<file path="src/rtl/fifo_uart_tx_pkg.sv">
// Shared state types and line levels for the FIFO-fed UART transmitter.
package uart_tx_pkg;

    typedef enum logic [2:0] {
        IDLE,
        START,
        DATA,
        PARITY,
        STOP
    } tx_state_t;

    typedef enum logic {
        H_IDLE,
        H_ACK
    } hs_state_t;

    localparam logic TXD_IDLE  = 1'b1;
    localparam logic TXD_START = 1'b0;

endpackage

</file>
<file path="src/rtl/fifo_uart_tx_baud_tick.sv">
// Free-running baud divider; tick marks the last clk cycle of each bit time.
module baud_tick #(
    parameter int CLKS_PER_BIT = 16,
    parameter int CNT_WIDTH    = 8
) (
    input  logic clk,
    input  logic reset,
    input  logic clear,
    output logic tick
);

    localparam logic [CNT_WIDTH-1:0] LAST = CNT_WIDTH'(CLKS_PER_BIT - 1);

    logic [CNT_WIDTH-1:0] count;

    assign tick = (count == LAST);

    always_ff @(posedge clk) begin
        if (reset || clear || tick) begin
            count <= '0;
        end else begin
            count <= count + CNT_WIDTH'(1);
        end
    end

endmodule

</file>
<file path="src/rtl/fifo_uart_tx.sv">
// Serial frame transmitter fed by a four-phase FIFO handshake.
// Optional even-parity bit enabled with the UART_TX_PARITY_EN macro.
module fifo_uart_tx
    import uart_tx_pkg::*;
#(
    parameter int WIDTH        = 8,
    parameter int CLKS_PER_BIT = 16,
    parameter int CNT_WIDTH    = 8,
    parameter int BIT_WIDTH    = 4
) (
    input  logic             clk,
    input  logic             reset,
    input  logic             in_rdy,
    output logic             in_done,
    input  logic [WIDTH-1:0] in_data,
    output logic             txd,
    output logic             busy
);

    tx_state_t            state, state_next;
    hs_state_t            hs, hs_next;
    logic [WIDTH-1:0]     shreg;
    logic [BIT_WIDTH-1:0] bit_idx;
    logic                 tick;
    logic                 accept;
    logic                 last_bit;
`ifdef UART_TX_PARITY_EN
    logic                 parity_bit;
`endif

    // A new word may be taken on the final STOP cycle so frames run back to back.
    assign accept   = (state == IDLE || (state == STOP && tick)) && hs == H_IDLE && in_rdy;
    assign last_bit = (bit_idx == BIT_WIDTH'(WIDTH - 1));
    assign busy     = (state != IDLE);
    assign in_done  = (hs == H_ACK);

    baud_tick #(
        .CLKS_PER_BIT(CLKS_PER_BIT),
        .CNT_WIDTH   (CNT_WIDTH)
    ) u_baud_tick (
        .clk  (clk),
        .reset(reset),
        .clear(accept),
        .tick (tick)
    );

    always_ff @(posedge clk) begin
        if (reset) begin
            state <= IDLE;
            hs    <= H_IDLE;
        end else begin
            state <= state_next;
            hs    <= hs_next;
        end
    end

    always_comb begin
        state_next = state;
        hs_next    = hs;
        txd        = TXD_IDLE;
        case (state)
            IDLE: begin
                if (accept) state_next = START;
            end
            START: begin
                txd = TXD_START;
                if (tick) state_next = DATA;
            end
            DATA: begin
                txd = shreg[0];
`ifdef UART_TX_PARITY_EN
                if (tick && last_bit) state_next = PARITY;
`else
                if (tick && last_bit) state_next = STOP;
`endif
            end
`ifdef UART_TX_PARITY_EN
            PARITY: begin
                txd = parity_bit;
                if (tick) state_next = STOP;
            end
`endif
            STOP: begin
                if (tick) state_next = accept ? START : IDLE;
            end
            default: state_next = IDLE;
        endcase

        case (hs)
            H_IDLE:  if (accept) hs_next = H_ACK;
            H_ACK:   if (!in_rdy) hs_next = H_IDLE;
            default: hs_next = H_IDLE;
        endcase
    end

    always_ff @(posedge clk) begin
        if (reset) begin
            shreg   <= '0;
            bit_idx <= '0;
`ifdef UART_TX_PARITY_EN
            parity_bit <= 1'b0;
`endif
        end else if (accept) begin
            shreg   <= in_data;
            bit_idx <= '0;
`ifdef UART_TX_PARITY_EN
            parity_bit <= ^in_data;
`endif
        end else if (state == DATA && tick) begin
            shreg   <= shreg >> 1;
            bit_idx <= last_bit ? '0 : bit_idx + BIT_WIDTH'(1);
        end
    end

endmodule

</file>
<file path="config.mk">
export PLATFORM = sky130hd
export DESIGN_NAME = fifo_uart_tx
export DESIGN_NICKNAME = d
export VERILOG_FILES = /design/src/rtl/fifo_uart_tx_pkg.sv /design/src/rtl/fifo_uart_tx_baud_tick.sv /design/src/rtl/fifo_uart_tx.sv
export SDC_FILE = /design/constraint.sdc
export NUM_CORES = 1
export LEC_CHECK = 0
export BUFFER_PORTS_ARGS = -buffer_cell sky130_fd_sc_hd__buf_2
export CORE_MARGIN = 2
export CORE_UTILIZATION = 50
export DETAILED_ROUTE_END_ITERATION = 7
export GPL_TIMING_DRIVEN = 0
export PLACE_DENSITY = 0.73
export SETUP_SLACK_MARGIN = 0.3
export SYNTH_ARGS = -nofsm -noshare
export SYNTH_HDL_FRONTEND = slang
export SYNTH_SLANG_ARGS = --single-unit
</file>
<file path="constraint.sdc">
create_clock -name clk -period 1.93 [get_ports clk]
set_clock_uncertainty 0.15 [all_clocks]
set_input_delay 0.0965 -clock clk [delete_from_list [all_inputs] [get_ports clk]]
set_output_delay 0.0965 -clock clk [all_outputs]
set_load 0.01 [all_outputs]
</file>
==> impl_metrics.json <==
{
  "hold_viol": 0,
  "cp_max_fo": 8,
  "drt_iter0_drc": 27,
  "min-delay-start": "in_rdy",
  "avgRoutedWirePerCell_um": 16.59,
  "cts_buffer_depth": 2,
  "rows": 17,
  "synth_edf_count": 0,
  "nFillCells": 137,
  "worst_pin_slew_ns": 0.5144,
  "dieHeight_um": 52.01,
  "p_leak_nw": 0.6349,
  "grt_pass1_vias": 1083,
  "whs_path_depth": 4,
  "yosys_warnings": 0,
  "syn_nets": 136,
  "dp.final_hpwl_um": 1559,
  "die_w_um": 52.01,
  "cp-start-kind": "flop",
  "grt_pass1_wl_um": 4705,
  "fin_util": 0.7744,
  "dp_cells": 163,
  "fin_cells": 193,
  "crit_type": "reg2reg",
  "vias": 1126,
  "drv_slew": 0,
  "power_density_nw_per_um2": 571.4,
  "crit_path_end_kind": "flop",
  "core_area_um2": 2191,
  "netlist_instances": 123,
  "gp_congestion": 0.7343,
  "regToRegSetupSlack_ns": 0.12,
  "final_nets": 179,
  "cts_root_buf": "clkbuf_4",
  "antenna_cells": 0,
  "pin_count": 14,
  "grt_usage": 0.2367,
  "ys_top_cells_by_area": "dfxtp_1, a32oi_1, o211ai_1, a21oi_1, nor2_1",
  "power.total_uw": 969.5,
  "clk_latency_ns": 0.33,
  "hold_end": "shreg[7]",
  "required_ns": 2.00,
  "rsz0062_at_grt": "true",
  "dr.pass1.iters": 4,
  "r2r_cells": 7,
  "routed_wl_um": 3201,
  "slew_headroom": 0.6571,
  "htree_levels": 1,
  "yosys.area.top_type_share": 0.4169,
  "synth.avg_cell_area_um2": 9.369,
  "clock_sinks": 24,
  "drc": 0,
  "drive_gt1_frac": 0.4485,
  "grt_overflow_total": 0,
  "tritoncts": "yes",
  "initial_core_util": 0.5260,
  "synth_top_area_cell": "dfxtp_1",
  "max-cap-violations": 0,
  "synth_flop_cell": "dfxtp_1",
  "io_buffers": 12,
  "vdd_ir_drop_max_mv": 0.4806,
  "min_path_type": "in2reg",
  "ys_seq_area_frac": 0.4169,
  "yosys_register_bits": 24,
  "arrival_ns": 1.88,
  "status": "finished, final reports clean",
  "grt_max_degree": 14,
  "finalSetupViolations": 0,
  "async_flop_share": 0,
  "die_area_um2": 2705,
  "numCtsBuffers": 3,
  "final.period_utilization": 0.9359,
  "setup_ws_ns": 0.1236,
  "pre_cts_ws_ns": 0.07333,
  "reg2reg_to": "u_baud_tick.count[7]",
  "drtAntennaViolNets": 0,
  "period_minus_slack_ns": 1.806,
  "ys_types": 34,
  "r2r_start": "state[0]",
  "area_growth_pct": 47.23,
  "viasPerCell": 5.834,
  "antenna_found_initial": 0,
  "fin_setup_tns_ns": 0,
  "clkTransAtPathRegs_ns": 0.15,
  "syn-cell-area_um2": 1152,
  "timing.fmax_ghz": 0.5536
}
-- layer usage --
| layer | GRT usage | part of all wire | wire (um) |
|---|---|---|---|
| met5 | 0 | 0 | 0 |
| met3 | 0.03736 | 0.031 | 100 |
| met2 | 0.3966 | 0.52 | 1655 |
| met1 | 0.2821 | 0.43 | 1368 |
| met4 | 0.1404 | 0.024 | 77 |
-- per-stage QoR --
stage | hold WS (ns) | cell area (um^2)
3_3_place_gp | 0.2069 | 1287
3_5_place_dp | 0.2169 | 1287
5_1_grt | 0.04885 | 1697
2_1_floorplan | 0.09420 | 1192
4_1_cts | 0.03111 | 1599
6_report | 0.04132 | 1697
-- worst max path at each step --
stage | endpoint | cells after the start | startpoint
6_report | u_baud_tick.count[7] | 7 | state[0]
2_1_floorplan | bit_idx[0] | 4 | u_baud_tick.count[7]
3_3_place_gp | bit_idx[0] | 4 | u_baud_tick.count[7]
5_1_grt | u_baud_tick.count[6] | 7 | state[0]
4_1_cts | u_baud_tick.count[4] | 7 | u_baud_tick.count[1]
3_5_place_dp | bit_idx[0] | 4 | u_baud_tick.count[4]
-- synth_stat cells, drive strengths merged, types with 3 or more instances --
cell and count:
nor3 8, xnor2 4, nor2 13, or3 3, xor2 3, buf 6
and3 3, nand2 7, dfxtp 24, nand3 4, a32oi 7, a21oi 10
o211ai 7
-- critical path, cell delays in order (launching register included) --
cell and delay (ns):
dfxtp_2 0.35, buf_6 0.13, or4b_4 0.50, buf_6 0.16
nor2_2 0.09, or3_4 0.14, buf_6 0.13, nor2_1 0.05
-- area by class of cell --
class,count,area (um^2),share of cell area
repair buffers,38,306.5,0.1807
clock buffers,4,36.28,0.02139
flip-flops and latches,24,496.7,0.2928
inverters,2,7.507,0.004425
plain buffers,8,78.83,0.04646
multi-input cells,89,735.7,0.4336
well taps,28,35.03,0.02065
-- power breakdown --
part           internal (mW)  switching (mW)
clock network          0.116           0.161
registers              0.513          0.0159
logic                 0.0864          0.0771
total                  0.715           0.254
-- cells in the final DEF, fill, tap and decap left out, types with 2 or more instances in the layout --
master	instances
buf_4	10
nor2_1	8
nor3_1	4
and3_1	2
nand2_1	6
nand3_1	3
clkbuf_1	2
nor3_2	3
mux2i_1	2
inv_1	2
clkbuf_4	3
a21oi_1	9
o211ai_1	7
dfxtp_1	17
nand4_1	2
nor2_2	5
xnor2_1	4
dlygate4sd3_1	9
buf_2	13
a311oi_1	2
dfxtp_2	4
dfxtp_4	3
buf_6	10
or3_4	2
a32oi_1	6
xor2_1	3
-- cells by family after synthesis --
logic type | synth area share
fa+ha+maj | 0.02171
mux | 0.01737
xor+xnor | 0.05320
flops | 0.4169
simple gates | 0.2508
compound gates | 0.1933
buf+inv | 0.04670
-- sequential cells by signal, indices dropped and copies added, names as in the netlist --
name,cells
shreg,8
in_done,1
bit_idx,4
u_baud_tick.count,8
state,3
-- timing repair --
action	in CTS	in global routing
pin swaps	19	5
hold buffers	9	0
endpoints found under the setup margin	23	24
gates cloned	1	0
gates resized for setup	19	17
endpoints found under the hold margin	9	0
setup buffers	12	4
Note: power is estimated with default switching activity, not from simulation.
